## src/rtl/sram_axi_bridge.sv

```systemverilog
// sram_axi_bridge: CPU data-side sram-like port to single-beat AXI.
// One transaction in flight; loads use AR/R, stores use AW+W/B.
module sram_axi_bridge #(
    parameter int ADDR_W = 32
) (
    input  logic              clk,
    input  logic              resetn,
    input  logic              data_req,
    input  logic              data_wr,
    input  logic [1:0]        data_size,
    input  logic [ADDR_W-1:0] data_addr,
    input  logic [31:0]       data_wdata,
    output logic              data_addr_ok,
    output logic              data_data_ok,
    output logic [31:0]       data_rdata,
    output logic [ADDR_W-1:0] araddr,
    output logic [2:0]        arsize,
    output logic              arvalid,
    input  logic              arready,
    input  logic [31:0]       rdata,
    input  logic              rvalid,
    output logic              rready,
    output logic [ADDR_W-1:0] awaddr,
    output logic [2:0]        awsize,
    output logic              awvalid,
    input  logic              awready,
    output logic [31:0]       wdata,
    output logic [3:0]        wstrb,
    output logic              wvalid,
    input  logic              wready,
    input  logic              bvalid,
    output logic              bready
);

    typedef enum logic [2:0] {
        S_IDLE,
        S_AR,
        S_R,
        S_AWW,
        S_B
    } state_t;

    state_t state_q;
    state_t state_d;

    logic              accept;
    logic              ar_hs;
    logic              r_hs;
    logic              aw_hs;
    logic              w_hs;
    logic              b_hs;
    logic              aw_done_q;
    logic              w_done_q;
    logic              aw_fin;
    logic              w_fin;

    logic [1:0]        size_eff;
    logic [3:0]        strb_new;

    logic [ADDR_W-1:0] addr_q;
    logic [1:0]        size_q;
    logic [31:0]       wdata_q;
    logic [3:0]        wstrb_q;
    logic [31:0]       rdata_q;
    logic              data_ok_q;

    // The CPU only sees acceptance while idle and out of reset.
    assign data_addr_ok = resetn && (state_q == S_IDLE) && data_req;
    assign accept       = data_addr_ok;

    assign arvalid = (state_q == S_AR);
    assign rready  = (state_q == S_R);
    assign awvalid = (state_q == S_AWW) && !aw_done_q;
    assign wvalid  = (state_q == S_AWW) && !w_done_q;
    assign bready  = (state_q == S_B);

    assign ar_hs = arvalid && arready;
    assign r_hs  = rready  && rvalid;
    assign aw_hs = awvalid && awready;
    assign w_hs  = wvalid  && wready;
    assign b_hs  = bready  && bvalid;

    // A channel counts as finished once its handshake is seen now or earlier.
    assign aw_fin = aw_done_q || aw_hs;
    assign w_fin  = w_done_q  || w_hs;

    assign araddr = addr_q;
    assign awaddr = addr_q;
    assign arsize = {1'b0, size_q};
    assign awsize = {1'b0, size_q};
    assign wdata  = wdata_q;
    assign wstrb  = wstrb_q;

    assign data_rdata   = rdata_q;
    assign data_data_ok = data_ok_q;

    // Size 3 folds into a word access; strobes follow the address lane.
    always_comb begin
        size_eff = (data_size == 2'd3) ? 2'd2 : data_size;
        strb_new = 4'b1111;
        unique case (size_eff)
            2'd0:    strb_new = 4'b0001 << data_addr[1:0];
            2'd1:    strb_new = data_addr[1] ? 4'b1100 : 4'b0011;
            default: strb_new = 4'b1111;
        endcase
    end

    // State register.
    always_ff @(posedge clk or negedge resetn) begin
        if (!resetn) begin
            state_q <= S_IDLE;
        end else begin
            state_q <= state_d;
        end
    end

    // Next-state selection for the single outstanding transaction.
    always_comb begin
        state_d = state_q;
        unique case (state_q)
            S_IDLE: begin
                if (accept) begin
                    state_d = data_wr ? S_AWW : S_AR;
                end
            end
            S_AR: begin
                if (ar_hs) begin
                    state_d = S_R;
                end
            end
            S_R: begin
                if (r_hs) begin
                    state_d = S_IDLE;
                end
            end
            S_AWW: begin
                if (aw_fin && w_fin) begin
                    state_d = S_B;
                end
            end
            S_B: begin
                if (b_hs) begin
                    state_d = S_IDLE;
                end
            end
            default: state_d = S_IDLE;
        endcase
    end

    // Capture the request so later CPU-side changes cannot disturb it.
    always_ff @(posedge clk or negedge resetn) begin
        if (!resetn) begin
            addr_q  <= '0;
            size_q  <= '0;
            wdata_q <= '0;
            wstrb_q <= '0;
        end else if (accept) begin
            addr_q  <= data_addr;
            size_q  <= size_eff;
            wdata_q <= data_wdata;
            wstrb_q <= data_wr ? strb_new : 4'b0000;
        end
    end

    // Track AW and W completion independently during a store.
    always_ff @(posedge clk or negedge resetn) begin
        if (!resetn) begin
            aw_done_q <= 1'b0;
            w_done_q  <= 1'b0;
        end else if (accept) begin
            aw_done_q <= 1'b0;
            w_done_q  <= 1'b0;
        end else if (state_q == S_AWW) begin
            if (aw_hs) begin
                aw_done_q <= 1'b1;
            end
            if (w_hs) begin
                w_done_q <= 1'b1;
            end
        end
    end

    // Hold load data and emit a one-cycle completion pulse.
    always_ff @(posedge clk or negedge resetn) begin
        if (!resetn) begin
            rdata_q   <= '0;
            data_ok_q <= 1'b0;
        end else begin
            if (r_hs) begin
                rdata_q <= rdata;
            end
            data_ok_q <= r_hs || b_hs;
        end
    end

endmodule
```

## config.mk

```make
export PLATFORM = sky130hd
export DESIGN_NAME = sram_axi_bridge
export DESIGN_NICKNAME = d
export VERILOG_FILES = /design/src/rtl/sram_axi_bridge.sv
export SDC_FILE = /design/constraint.sdc
export NUM_CORES = 1
export LEC_CHECK = 0
export BUFFER_PORTS_ARGS = -buffer_cell sky130_fd_sc_hd__buf_4
export CORE_UTILIZATION = 40
export DETAILED_ROUTE_END_ITERATION = 12
export GPL_ROUTABILITY_DRIVEN = 1
export HOLD_SLACK_MARGIN = 0.15
export PLACE_DENSITY = 0.81
export RECOVER_POWER = 25
export SLEW_MARGIN = 10
export SYNTH_ARGS = -nofsm -noshare
export SYNTH_HDL_FRONTEND = slang
export SYNTH_SLANG_ARGS = --single-unit
```

## constraint.sdc

```tcl
create_clock -name clk -period 1.5 [get_ports clk]
set_input_delay 0.15 -clock clk [delete_from_list [all_inputs] [get_ports clk]]
set_output_delay 0.15 -clock clk [all_outputs]
set_load 0.02 [all_outputs]
```

==> results of run 1 <==
-- routing by layer --
layer	GRT usage, %	share of wire [%]	vias to the layer above
li1	-	-	2049
met1	28.1	36	2171
met2	50.5	55	224
met3	3.89	5.3	55
met4	14.4	3.9	0
met5	0	0	-
-- cell families (layout without fill, tap and decap cells) --
group           after synthesis  in the layout
compound gates               22             22
buf+inv                      63            411
flops                       108            108
mux                          32             32
other cells                   1              2
simple gates                219            219
-- worst max-delay path: stages, from the launching register on --
cell                       delay (ns)
sky130_fd_sc_hd__dfrtp_1         0.40
sky130_fd_sc_hd__nand3b_1        0.19
sky130_fd_sc_hd__or3_4           0.37
sky130_fd_sc_hd__buf_4           0.16
sky130_fd_sc_hd__buf_12          0.15
sky130_fd_sc_hd__buf_16          0.14
sky130_fd_sc_hd__a211oi_2        0.16
sky130_fd_sc_hd__a21o_1          0.10
-- final timing paths --
path	cells past startpoint	to	startpoint	slack (ns)
max	7	wstrb[0]$_DFFE_PN0N_	state_q[0]$_DFFE_PN0P_	-0.21
min	4	data_rdata[21]$_DFFE_PN0P_	rvalid	0.44
max reg2reg	7	wstrb[0]$_DFFE_PN0N_	state_q[0]$_DFFE_PN0P_	-0.21
min reg2reg	2	wdata[6]$_DFFE_PN0N_	wdata[6]$_DFFE_PN0N_	0.48
max in group asynchronous	3	state_q[2]$_DFFE_PN0P_	resetn	0.19
min in group asynchronous	3	data_rdata[14]$_DFFE_PN0P_	resetn	0.64
-- registers in the layout (all words and copies together) (netlist names) --
signal / cells
data_rdata: 32
araddr: 32
wstrb: 4
wdata: 32
size_q: 2
w_done_q: 1
aw_done_q: 1
state_q: 3
data_data_ok: 1
-- final cells by class --
cell class / instances / area share [%]
timing repair buffer: 391 / 41.9
sequential: 108 / 32.6
multi-input combinational: 275 / 19.2
clock buffer: 11 / 3.04
tap: 140 / 2.11
clock inverter: 5 / 1.01
inverter: 4 / 0.241
-- cell usage in the layout (no fill, tap or decap), types with 3 or more instances in the layout --
cell type	n
sky130_fd_sc_hd__a21oi_1	3
sky130_fd_sc_hd__buf_12	7
sky130_fd_sc_hd__buf_16	3
sky130_fd_sc_hd__buf_4	260
sky130_fd_sc_hd__buf_6	11
sky130_fd_sc_hd__buf_8	3
sky130_fd_sc_hd__clkbuf_16	13
sky130_fd_sc_hd__dfrtp_1	107
sky130_fd_sc_hd__dlygate4sd3_1	103
sky130_fd_sc_hd__inv_1	3
sky130_fd_sc_hd__mux2_4	31
sky130_fd_sc_hd__nand2_1	193
sky130_fd_sc_hd__nand2_2	5
sky130_fd_sc_hd__nor2_1	8
sky130_fd_sc_hd__o21ai_0	6
-- cells in the mapped netlist --
master	instances
sky130_fd_sc_hd__clkbuf_1	3
sky130_fd_sc_hd__nor2b_1	1
sky130_fd_sc_hd__and2_1	2
sky130_fd_sc_hd__nor3_1	1
sky130_fd_sc_hd__a21oi_1	3
sky130_fd_sc_hd__nand2_1	198
sky130_fd_sc_hd__and3b_1	1
sky130_fd_sc_hd__buf_4	36
sky130_fd_sc_hd__a221o_1	1
sky130_fd_sc_hd__buf_2	7
sky130_fd_sc_hd__a21o_1	2
sky130_fd_sc_hd__nor3b_2	1
sky130_fd_sc_hd__nor4b_1	1
sky130_fd_sc_hd__inv_1	3
sky130_fd_sc_hd__mux2_2	11
sky130_fd_sc_hd__nor2_1	9
sky130_fd_sc_hd__or3_1	1
sky130_fd_sc_hd__clkinv_2	1
sky130_fd_sc_hd__conb_1	1
sky130_fd_sc_hd__buf_6	11
sky130_fd_sc_hd__o22a_1	2
sky130_fd_sc_hd__o21ai_0	10
sky130_fd_sc_hd__o31ai_1	2
sky130_fd_sc_hd__dfrtp_1	108
sky130_fd_sc_hd__nand3b_1	2
sky130_fd_sc_hd__a211oi_1	1
sky130_fd_sc_hd__a211oi_2	1
sky130_fd_sc_hd__buf_8	2
sky130_fd_sc_hd__nor3b_1	2
sky130_fd_sc_hd__mux2_1	21
-- through the flow --
| step | total power [W] | setup TNS [ns] |
|---|---|---|
| final | 0.0174 | -15.16 |
| after global routing | 0.0183 | -21.00 |
| after CTS | 0.0168 | -10.14 |
| after detailed placement | 0.0132 | -9.28 |
| after global placement | 0.0130 | -5.37 |
| after floorplan | 0.0101 | -5.82 |
-- power by group through the flow --
stage,combinational (W),sequential (W),clock [W]
2_1_floorplan,0.00330,0.00676,0
3_3_place_gp,0.00775,0.00523,0
3_5_place_dp,0.00791,0.00530,0
4_1_cts,0.00888,0.00529,0.00265
5_1_grt,0.00995,0.00553,0.00278
6_report,0.00939,0.00538,0.00263
-- timing repair --
item                                   CTS  global route
setup endpoints to repair              106           113
gates resized for setup                 44            30
buffers inserted                         9             9
hold buffers                           103             0
gates cloned                             4             5
endpoints found under the hold margin  212             0
pin swaps                                9             8
==> key figures, run 1 <==
GRT
  • Maximum number of pins on one net before global-route repair: around 110
  • Overall global routing resource usage: 26.6%
  • Initial antenna violation count: 0
  • Via count of the first global-routing pass: between 4k and 5k
  • Wire length of the first global-routing pass: 23.5 mm
  • Total global routing overflow: 0

Finish
  • Multi-input gate area: 0.00159 sq mm
  • Net count, final: 896
  • Number of inserted filler cells in the final layout: 696
  • Number of antenna cells inserted: 0
  • Post-layout instance count excluding filler cells: 934
  • Flip-flop and latch area: 0.00270 sq mm
  • Core Util, Final: 75.6%
  • Design Area, Final: 0.00830 sq mm
  • Growth of design area from synthesis to finish: 81.9%
  • Share of layout cells above drive strength 1: between 40% and 50%

Logic synthesis
  • Synth Area in XOR/XNOR: 0%
  • Mean post-synth cell area: 10.3 sq um
  • Area of the mapped netlist: about 0.0046 sq mm
  • Synth area leader: sky130_fd_sc_hd__dfrtp_1
  • Top cells by area, synth: sky130_fd_sc_hd__dfrtp_1 59%, sky130_fd_sc_hd__nand2_1 16%, sky130_fd_sc_hd__buf_4 5.9%
  • Dominant combinational cell family by area after synthesis: simple AND/OR/NAND/NOR gates
  • Fraction of synthesized area in multiplexers: under 10%
  • Simple-gate share of the synthesized area: a little under a fifth
  • Synthesized-area fraction occupied by adder cells: 0%
  • Warning count from the yosys run: 0
  • Post-synthesis instance total: approximately 450
  • Count of cell types in the netlist: 30
  • Share of the synthesized area in the top cell type: 59.2%
  • Synthesis-stage register bit count: around 110
  • Complex-gate fraction of the synthesized area: 3.13%
  • Share of synthesized area occupied by flip-flops and latches: 59.2%

Setup path
  • Crit path kind: register to register
  • Endpoint kind of the worst setup timing path: register
  • Required time of the worst setup path: 1.78 ns
  • Worst-path fanout max: 7
  • Nature of the critical path startpoint: register
  • Data arrival at the endpoint of the critical path: between 1.5 and 2 ns

Clocking
  • Count of H-tree levels built during CTS: 3
  • Root Driver: sky130_fd_sc_hd__clkbuf_16
  • Number of buffers created by CTS: 9
  • Clock sink total: between 100 and 150
  • Clock Pin Slew Worst Setup and Hold Paths: 0.07 ns
  • Max Buffers Root-to-Sink: 2
  • Skew-Pair Late Insertion Delay: 0.33 ns
  • Clock tree from TritonCTS: done

Floorplanning
  • Die Span Y: 109 um
  • Initial Util: 41.5%
  • Area of the die: 0.0118 sq mm
  • Cell Rows: 38
  • Number of top-level design ports: approximately 250
  • Die width: about 110 um
  • Placeable core region: roughly 0.011 sq mm

Power
  • Combinational share of power: 54.0%
  • Share of power burned in the clock network: 15.1%
  • Fraction of power spent switching nets: 40.2%
  • Portion of total power attributed to sequential cells: 30.9%
  • Switching power: about 0.007 W
  • Cell leakage power: around 4.4 nW
  • Internal cell power: 0.0104 W
  • Peak supply drop: 0.00112 V
  • Power Dens Cells: 2100 mW/mm^2

Timing
  • Worst setup margin: -0.212 ns
  • Final Hold Vio Count: 0
  • Fmax: 584 MHz
  • Setup violators final: 110
  • Post-route clock skew: 0.00621 ns
  • Time the worst path needs with I/O delays and setup: 1.71 ns
  • Final-layout worst hold slack: around 0.44 ns
  • Unrepaired setup endpoints after global routing: true
  • Max-slew violations: 0
  • Remaining max-slew budget at the tightest pin: 35.6%
  • Final cycle utilization of the critical path: 114%
  • Slew at the pin closest to its max-slew limit: 0.966 ns

Place
  • GP Congestion: approximately 0.75
  • Setup Slack @ Placement: -0.160 ns
  • Number of I/O port buffers: 249
  • Standard cell area after detailed placement: about 0.0064 sq mm
  • Placed cell count: 792
  • Post-detailed-placement half-perimeter wirelength: 8.58 mm

Worst hold path
  • Hold WC Path Type: input pin to register

Detailed routing
  • Total Wirelength: 16.5 mm
  • Avg WL per Cell: 17.6 um
  • Avg Vias per Cell: 4.82
  • Post-DRT Antenna Nets: 0
  • Remaining design rule violation count: 0
  • Total vias in the final route: between 4k and 5k
  • Initial detailed-routing violation count: 376
  • Length of the first detailed-routing pass in iterations: 4

Job
  • Number of max-cap violations: 0

Run status
  • Result of the run: finished, violations left
  • Violated checks: setup timing
Power figures use the tool's default switching activity.
==> inputs of run 2 (changes only) <==
--- a/config.mk
+++ b/config.mk
@@ -5,6 +5,7 @@
 export SDC_FILE = /design/constraint.sdc
 export NUM_CORES = 1
 export LEC_CHECK = 0
+export ABC_AREA = 1
 export BUFFER_PORTS_ARGS = -buffer_cell sky130_fd_sc_hd__buf_4
 export CORE_UTILIZATION = 40
 export DETAILED_ROUTE_END_ITERATION = 12
==> run 2 against run 1 <==
The flow still finishes with violations (setup timing). Combinational power decreased by 10%. Die area grew 0.25%. Flip-flop and latch count stayed put. Register-to-register slack better by 0.25 ns. Largest cell class unchanged. Largest power group unchanged.
==> key figures, run 2 <==
GRT
  • Via count of the first global-routing pass: 4524 (-0.42%)
  • Total global routing overflow: 0 (unchanged)
  • Overall global routing resource usage: 24.2% (-2.5 points)
  • Initial antenna violation count: 0 (unchanged)
  • Wire length of the first global-routing pass: 21.9 mm (-6.6%)
  • Maximum number of pins on one net before global-route repair: 109 (unchanged)

Setup path
  • Cell occurring most often along the worst timing path: sky130_fd_sc_hd__buf_6
  • Required time of the worst setup path: 1.35 ns (-0.43 ns)
  • Endpoint kind of the worst setup timing path: primary output
  • Nature of the critical path startpoint: register
  • Crit path kind: register to primary output
  • Standard cell with the maximum stage delay on the critical path: sky130_fd_sc_hd__dfrtp_1
  • CP top delay family: buffers and inverters
  • Highest cell delay on the worst timing path: 0.40 ns (about the same)
  • Critical Path, Cell by Cell: buf_6 -> nor3_4 -> buf_6 -> buf_6
  • Worst-path fanout max: 5 (-2)
  • Data arrival at the endpoint of the critical path: 1.35 ns (-0.64 ns)
  • Worst Path Buf+Inv: 3 (unchanged)

Job
  • Number of max-cap violations: 0 (unchanged)

Timing
  • Final Hold Vio Count: 0 (unchanged)
  • Final-layout worst hold slack: 0.162 ns (-0.278 ns)
  • Worst setup margin: -0.00375 ns (+0.208 ns)
  • Unrepaired setup endpoints after global routing: true
  • Post-route clock skew: 0.00573 ns (-0.000477 ns)
  • Remaining max-slew budget at the tightest pin: 34.7% (-0.89 points)
  • Slew at the pin closest to its max-slew limit: 0.979 ns (+0.0133 ns)
  • Sum of negative setup slack: -0.00375 ns (+15.16 ns)
  • Time the worst path needs with I/O delays and setup: 1.50 ns (-0.208 ns)
  • Fmax: 665 MHz (+14%)
  • Final cycle utilization of the critical path: 100% (-14 points)
  • Max-slew violations: 0 (unchanged)
  • Setup violators final: 1 (-99%)

Power
  • Peak supply drop: 0.00134 V (+19%)
  • Cell leakage power: 4.30 nW (-1.6%)
  • Fraction of power spent switching nets: 43.1% (+2.9 points)
  • Internal cell power: 0.00896 W (-14%)
  • Switching power: 0.00680 W (-2.8%)
  • Portion of total power attributed to sequential cells: 33.2% (+2.3 points)
  • Share of power burned in the clock network: 13.3% (-1.8 points)
  • Power Dens Cells: 2020 mW/mm^2 (-3.5%)
  • Combinational share of power: 53.5% (-0.5 points)

Logic synthesis
  • Share of the synthesized area in the top cell type: 59.1% (-0.15 points)
  • List of most frequent post-synthesis cells: 281 x sky130_fd_sc_hd__nand2_1, 108 x sky130_fd_sc_hd__dfrtp_1, 41 x sky130_fd_sc_hd__buf_4, 38 x sky130_fd_sc_hd__nand3_1, 15 x sky130_fd_sc_hd__inv_1
  • Top cells by area, synth: sky130_fd_sc_hd__dfrtp_1 59%, sky130_fd_sc_hd__nand2_1 23%, sky130_fd_sc_hd__buf_4 6.7%
  • Top-count cell post-synth: sky130_fd_sc_hd__nand2_1
  • Share of flip-flops with an asynchronous set or reset after synthesis: 100% (unchanged)
  • Top FF cell, synth: sky130_fd_sc_hd__dfrtp_1
  • Share of synthesized area occupied by flip-flops and latches: 59.1% (-0.15 points)
  • Warning count from the yosys run: 0 (unchanged)
  • Post-synthesis instance total: 534 (+20%)
  • Mean post-synth cell area: 8.57 sq um (-16%)
  • Synth area leader: sky130_fd_sc_hd__dfrtp_1
  • Number of enable flip-flop cells after synthesis: 0 (unchanged)
  • Count of cell types in the netlist: 20 (-33%)
  • Area of the mapped netlist: 0.00457 sq mm (+0.25%)
  • Synthesis-stage register bit count: 108 (unchanged)

Place
  • Number of I/O port buffers: 249 (unchanged)
  • GP Congestion: 0.758 (+1.6%)
  • Post-detailed-placement half-perimeter wirelength: 9.15 mm (+6.7%)

Finish
  • Most frequent cells in the layout: 280 x sky130_fd_sc_hd__nand2_1, 249 x sky130_fd_sc_hd__buf_4, 107 x sky130_fd_sc_hd__dfrtp_1
  • Net count, final: 966 (+7.8%)
  • Most common library cell in the layout ignoring fill and taps: sky130_fd_sc_hd__nand2_1
  • Flip-flop and latch area: 0.00270 sq mm (unchanged)
  • Multi-input gate area: 0.00143 sq mm (-10%)
  • Number of inserted filler cells in the final layout: 779 (+12%)
  • Growth of design area from synthesis to finish: 70.4%
  • Share of layout cells above drive strength 1: 33.4% (-11 points)
  • Number of antenna cells inserted: 0 (unchanged)

Floorplanning
  • Die width: 109 um (+0.12%)
  • Area of the die: 0.0119 sq mm (+0.25%)
  • Initial Util: 41.6% (+0.10 points)
  • Die Span Y: 109 um (+0.12%)
  • Placeable core region: 0.0110 sq mm (unchanged)
  • Cell Rows: 38 (unchanged)
  • Number of top-level design ports: 252 (unchanged)

Clocking
  • Clock tree from TritonCTS: done
  • Count of H-tree levels built during CTS: 3 (unchanged)
  • Root Driver: sky130_fd_sc_hd__clkbuf_16
  • Max Buffers Root-to-Sink: 2 (unchanged)
  • Clock Pin Slew Worst Setup and Hold Paths: 0.07 ns (about the same)
  • Skew-Pair Late Insertion Delay: 0.34 ns (about the same)
  • Number of buffers created by CTS: 9 (unchanged)
  • Clock sink total: 108 (unchanged)

Detailed routing
  • Initial detailed-routing violation count: 327 (-13%)
  • Avg WL per Cell: 14.8 um (-16%)
  • Total Wirelength: 14.9 mm (-9.6%)
  • Length of the first detailed-routing pass in iterations: 4 (unchanged)
  • Total vias in the final route: 4771 (+6.0%)
  • Post-DRT Antenna Nets: 0 (unchanged)
  • Remaining design rule violation count: 0 (unchanged)
  • Avg Vias per Cell: 4.76 (-1.2%)

Run status
  • Result of the run: finished, violations left
  • Violated checks: setup timing

Worst hold path
  • Hold WC Path Type: input pin to register
-- run 2: cell count changes after synthesis, moves of 4 or more --
cell / previous run / this run
sky130_fd_sc_hd__clkbuf_1: 3 / 7
sky130_fd_sc_hd__nand3_1: 0 / 38
sky130_fd_sc_hd__mux2_1: 21 / 0
sky130_fd_sc_hd__buf_2: 7 / 14
sky130_fd_sc_hd__buf_6: 11 / 0
sky130_fd_sc_hd__buf_4: 36 / 41
sky130_fd_sc_hd__mux2_2: 11 / 0
sky130_fd_sc_hd__inv_1: 3 / 15
sky130_fd_sc_hd__nand2_1: 198 / 281
-- run 2: area by class of cell --
class,instances,area share [%]
Clock buffer,12,3.03
Timing Repair Buffer,375,40.6
Multi-Input combinational cell,347,18.3
Inverter,18,0.899
Sequential cell,108,34.7
Clock inverter,3,0.193
Tap cell,140,2.25
-- run 2: logic make-up after synthesis --
group / Yosys count / synth area share (%)
simple gates: 332 / 28.9
compound gates: 13 / 1.59
other cells: 1 / 0.0820
buf+inv: 80 / 10.3
flops: 108 / 59.1
-- run 2: path summary, 6_finish.rpt --
path                                        startpoint                      to  slack (ns)  depth (start not counted)
min in group asynchronous                       resetn    wstrb[2]$_DFFE_PN0N_        0.61                          3
worst min-delay path                      data_addr[0]   araddr[0]$_DFFE_PN0N_        0.16                          3
worst max register to register  state_q[2]$_DFFE_PN0P_  araddr[23]$_DFFE_PN0N_        0.04                          8
max in group asynchronous                       resetn  state_q[0]$_DFFE_PN0P_        0.15                          3
worst min register to register    wdata[0]$_DFFE_PN0N_    wdata[0]$_DFFE_PN0N_        0.47                          2
worst max-delay path            state_q[2]$_DFFE_PN0P_                  rready      -0.004                          4
-- run 2: metrics by stage --
stage	power [W]	util [%]	worst slack, ns	cells	area [sq um]
CTS	0.0157	70.6	-0.0233	999	7750
global placement	0.0129	58.3	0.132	878	6410
global route	0.0167	71.0	-0.0532	1003	7790
detailed placement	0.0131	58.3	0.0911	878	6410
floorplan	0.00981	-	0.0967	535	4580
finish	0.0158	71.0	-0.00375	1003	7790
-- run 2: repair_timing --
| action | CTS | global route |
|---|---|---|
| gates resized for setup | 10 | 9 |
| pin swaps | 2 | 2 |
| buffers inserted | 6 | 2 |
| hold buffers | 100 | 0 |
| hold endpoints to repair | 208 | 0 |
| gates cloned | 0 | 2 |
| setup endpoints to repair | 5 | 68 |
-- run 2: worst register-to-register path, delay by kind of cell, from the launching register on --
| kind | cells | cell delay, ns |
|---|---|---|
| DFF | 1 | 0.40 |
| and+or+nand+nor | 4 | 0.41 |
| buffers and inverters | 4 | 0.58 |
-- run 2: routing by layer --
metal / up-vias / track usage (%) / share of wire (%)
met5: - / 0 / 0
met4: 0 / 11.3 / 3.4
met3: 43 / 4.36 / 7.1
met2: 229 / 44.8 / 53
met1: 2252 / 26.5 / 37
li1: 2247 / - / -
-- run 2: power groups by stage --
| stage | Combinational, W | Sequential (W) | Clock [W] |
|---|---|---|---|
| after CTS | 0.00832 | 0.00520 | 0.00216 |
| after global routing | 0.00907 | 0.00537 | 0.00226 |
| final | 0.00843 | 0.00523 | 0.00210 |
| after detailed placement | 0.00792 | 0.00522 | 0 |
| after floorplan | 0.00316 | 0.00666 | 0 |
| after global placement | 0.00775 | 0.00516 | 0 |
==> inputs of run 3 (changes only) <==
--- a/config.mk
+++ b/config.mk
@@ -11,9 +11,9 @@
 export DETAILED_ROUTE_END_ITERATION = 12
 export GPL_ROUTABILITY_DRIVEN = 1
 export HOLD_SLACK_MARGIN = 0.15
-export PLACE_DENSITY = 0.81
+export PLACE_DENSITY = 0.77
 export RECOVER_POWER = 25
-export SLEW_MARGIN = 10
+export SLEW_MARGIN = 20
 export SYNTH_ARGS = -nofsm -noshare
 export SYNTH_HDL_FRONTEND = slang
 export SYNTH_SLANG_ARGS = --single-unit
==> run 3 against run 2 <==
Largest cell class unchanged. Cell area up 3.3%. Register-to-register slack worse by 0.04 ns. First-iteration DRC count down 18%. Largest power group unchanged. Maximum frequency down 1.7%. Critical path type unchanged. Worst hold slack worse by 0.026 ns. Clock skew up 0.00070 ns. Core utilization up 2.3 points. The flow still finishes with violations (setup timing). Die area unchanged.
==> key figures, run 3 (synthesis results as in run 2) <==
Finish
  • Multi-input gate area: 0.00145 sq mm (+1.8%)
  • Flip-flop and latch area: 0.00270 sq mm (unchanged)
  • Share of layout cells above drive strength 1: 35.4% (+2.0 points)
  • Net count, final: 967 (+0.10%)
  • Number of inserted filler cells in the final layout: 705 (-9.5%)
  • Growth of design area from synthesis to finish: 76.0%
  • Number of antenna cells inserted: 0 (unchanged)
  • Core Util, Final: 73.3% (+2.3 points)
  • Most common library cell in the layout ignoring fill and taps: sky130_fd_sc_hd__nand2_1
  • Most frequent cells in the layout: 278 x sky130_fd_sc_hd__nand2_1, 252 x sky130_fd_sc_hd__buf_4, 107 x sky130_fd_sc_hd__dfrtp_1
  • Post-layout instance count excluding filler cells: 1005 (+0.20%)

Power
  • Portion of total power attributed to sequential cells: 31.3% (-1.9 points)
  • Switching power: 0.00719 W (+5.7%)
  • Power Dens Cells: 2090 mW/mm^2 (+3.6%)
  • Internal cell power: 0.00967 W (+7.9%)
  • Peak supply drop: 0.00140 V (+4.7%)
  • Cell leakage power: 4.44 nW (+3.3%)
  • Fraction of power spent switching nets: 42.6% (-0.49 points)
  • Combinational share of power: 53.6% (about the same)
  • Total chip power: 0.0169 W (+7.0%)
  • Share of power burned in the clock network: 15.1% (+1.8 points)

Clocking
  • Number of buffers created by CTS: 9 (unchanged)
  • Count of H-tree levels built during CTS: 3 (unchanged)
  • Max Buffers Root-to-Sink: 2 (unchanged)
  • Skew-Pair Late Insertion Delay: 0.34 ns (about the same)
  • Clock Pin Slew Worst Setup and Hold Paths: 0.07 ns (about the same)
  • Clock tree from TritonCTS: done
  • Root Driver: sky130_fd_sc_hd__clkbuf_16
  • Clock sink total: 108 (unchanged)

Timing
  • Final Hold Vio Count: 0 (unchanged)
  • Final cycle utilization of the critical path: 102% (+1.8 points)
  • Unrepaired setup endpoints after global routing: true
  • Post-route clock skew: 0.00643 ns (+0.000700 ns)
  • Fmax: 654 MHz (-1.7%)
  • Worst setup margin: -0.0302 ns (-0.0265 ns)
  • Setup violators final: 1 (unchanged)
  • Sum of negative setup slack: -0.0302 ns (-0.0265 ns)
  • Remaining max-slew budget at the tightest pin: 36.0% (+1.2 points)
  • Slew at the pin closest to its max-slew limit: 0.961 ns (-0.0186 ns)
  • Max-slew violations: 0 (unchanged)
  • Time the worst path needs with I/O delays and setup: 1.53 ns (+0.0265 ns)

Floorplanning
  • Cell Rows: 38 (unchanged)
  • Die Span Y: 109 um (unchanged)
  • Initial Util: 41.6% (unchanged)
  • Area of the die: 0.0119 sq mm (unchanged)
  • Number of top-level design ports: 252 (unchanged)
  • Die width: 109 um (unchanged)
  • Placeable core region: 0.0110 sq mm (unchanged)

Place
  • Number of I/O port buffers: 249 (unchanged)
  • Placed cell count: 875 (-0.34%)
  • GP Congestion: 0.849 (+12%)
  • Post-detailed-placement half-perimeter wirelength: 9.05 mm (-1.1%)

Detailed routing
  • Length of the first detailed-routing pass in iterations: 5 (+1)
  • Avg WL per Cell: 16.3 um (+9.5%)
  • Total Wirelength: 16.3 mm (+9.7%)
  • Avg Vias per Cell: 4.84 (+1.9%)
  • Initial detailed-routing violation count: 269 (-18%)
  • Remaining design rule violation count: 0 (unchanged)
  • Total vias in the final route: 4869 (+2.1%)
  • Post-DRT Antenna Nets: 0 (unchanged)

Run status
  • Violated checks: setup timing
  • Result of the run: finished, violations left

Setup path
  • Nature of the critical path startpoint: register
  • Data arrival at the endpoint of the critical path: 1.38 ns (+0.03 ns)
  • Crit path kind: register to primary output
  • Endpoint kind of the worst setup timing path: primary output
  • Worst-path fanout max: 3 (-2)
  • Required time of the worst setup path: 1.35 ns (about the same)

GRT
  • Initial antenna violation count: 0 (unchanged)
  • Wire length of the first global-routing pass: 22.5 mm (+2.7%)
  • Via count of the first global-routing pass: 4679 (+3.4%)
  • Total global routing overflow: 0 (unchanged)
  • Overall global routing resource usage: 25.0% (+0.88 points)
  • Maximum number of pins on one net before global-route repair: 109 (unchanged)

Job
  • Number of max-cap violations: 0 (unchanged)

Worst hold path
  • Hold WC Path Type: input pin to register
-- run 3: repair_timing --
action / CTS / global route
pin swaps: 3 / 2
cloned: 1 / 6
buffers inserted: 6 / 1
endpoints found under the setup margin: 4 / 93
hold endpoints to repair: 210 / 0
gates resized for setup: 11 / 23
hold buffers: 100 / 0
-- run 3: layer usage --
| metal | track usage (%) | vias up | part of all wire, % |
|---|---|---|---|
| met3 | 5.74 | 45 | 8.1 |
| met1 | 25.3 | 2315 | 36 |
| met5 | 0 | - | 0 |
| met2 | 48.0 | 265 | 53 |
| li1 | - | 2244 | - |
| met4 | 11.6 | 0 | 2.9 |
-- run 3: cell type report --
cell class | count | area share [%]
timing repair buffer | 376 | 41.3
sequential | 108 | 33.6
clock inverter | 7 | 1.20
inverter | 18 | 0.932
clock buffer | 9 | 2.80
tap | 140 | 2.18
multi-input combinational | 347 | 18.0
-- run 3: metrics by stage --
step           area (sq um)  hold WS, ns  worst slack [ns]
4_1_cts                7830        0.158           -0.0340
3_5_place_dp           6400        0.294            0.0975
5_1_grt                8050        0.175           -0.0753
3_3_place_gp           6400        0.284             0.162
6_report               8050        0.137           -0.0302
2_1_floorplan          4580       -0.146            0.0967
-- run 3: final timing paths --
kind	from	end	slack, ns	depth (start not counted)
max	state_q[1]$_DFFE_PN0P_	rready	-0.03	5
min	data_addr[1]	wstrb[2]$_DFFE_PN0N_	0.14	3
max reg2reg	state_q[1]$_DFFE_PN0P_	data_rdata[19]$_DFFE_PN0P_	0	8
min reg2reg	wdata[28]$_DFFE_PN0N_	wdata[28]$_DFFE_PN0N_	0.47	2
max in group asynchronous	resetn	state_q[0]$_DFFE_PN0P_	0.23	3
min in group asynchronous	resetn	data_rdata[29]$_DFFE_PN0P_	0.61	3
-- run 3: worst max-delay path, stage by stage, from the launching register on --
cell and delay [ns]:
sky130_fd_sc_hd__dfrtp_1 0.38, sky130_fd_sc_hd__buf_6 0.13, sky130_fd_sc_hd__inv_6 0.04, sky130_fd_sc_hd__nor3_4 0.25, sky130_fd_sc_hd__buf_12 0.15, sky130_fd_sc_hd__buf_8 0.10
-- run 3: power by group through the flow --
| stage | clock network, W | registers (W) | logic [W] |
|---|---|---|---|
| 5_1_grt | 0.00272 | 0.00540 | 0.00963 |
| 6_report | 0.00255 | 0.00528 | 0.00903 |
| 2_1_floorplan | 0 | 0.00666 | 0.00316 |
| 4_1_cts | 0.00260 | 0.00522 | 0.00850 |
| 3_3_place_gp | 0 | 0.00520 | 0.00777 |
| 3_5_place_dp | 0 | 0.00525 | 0.00795 |
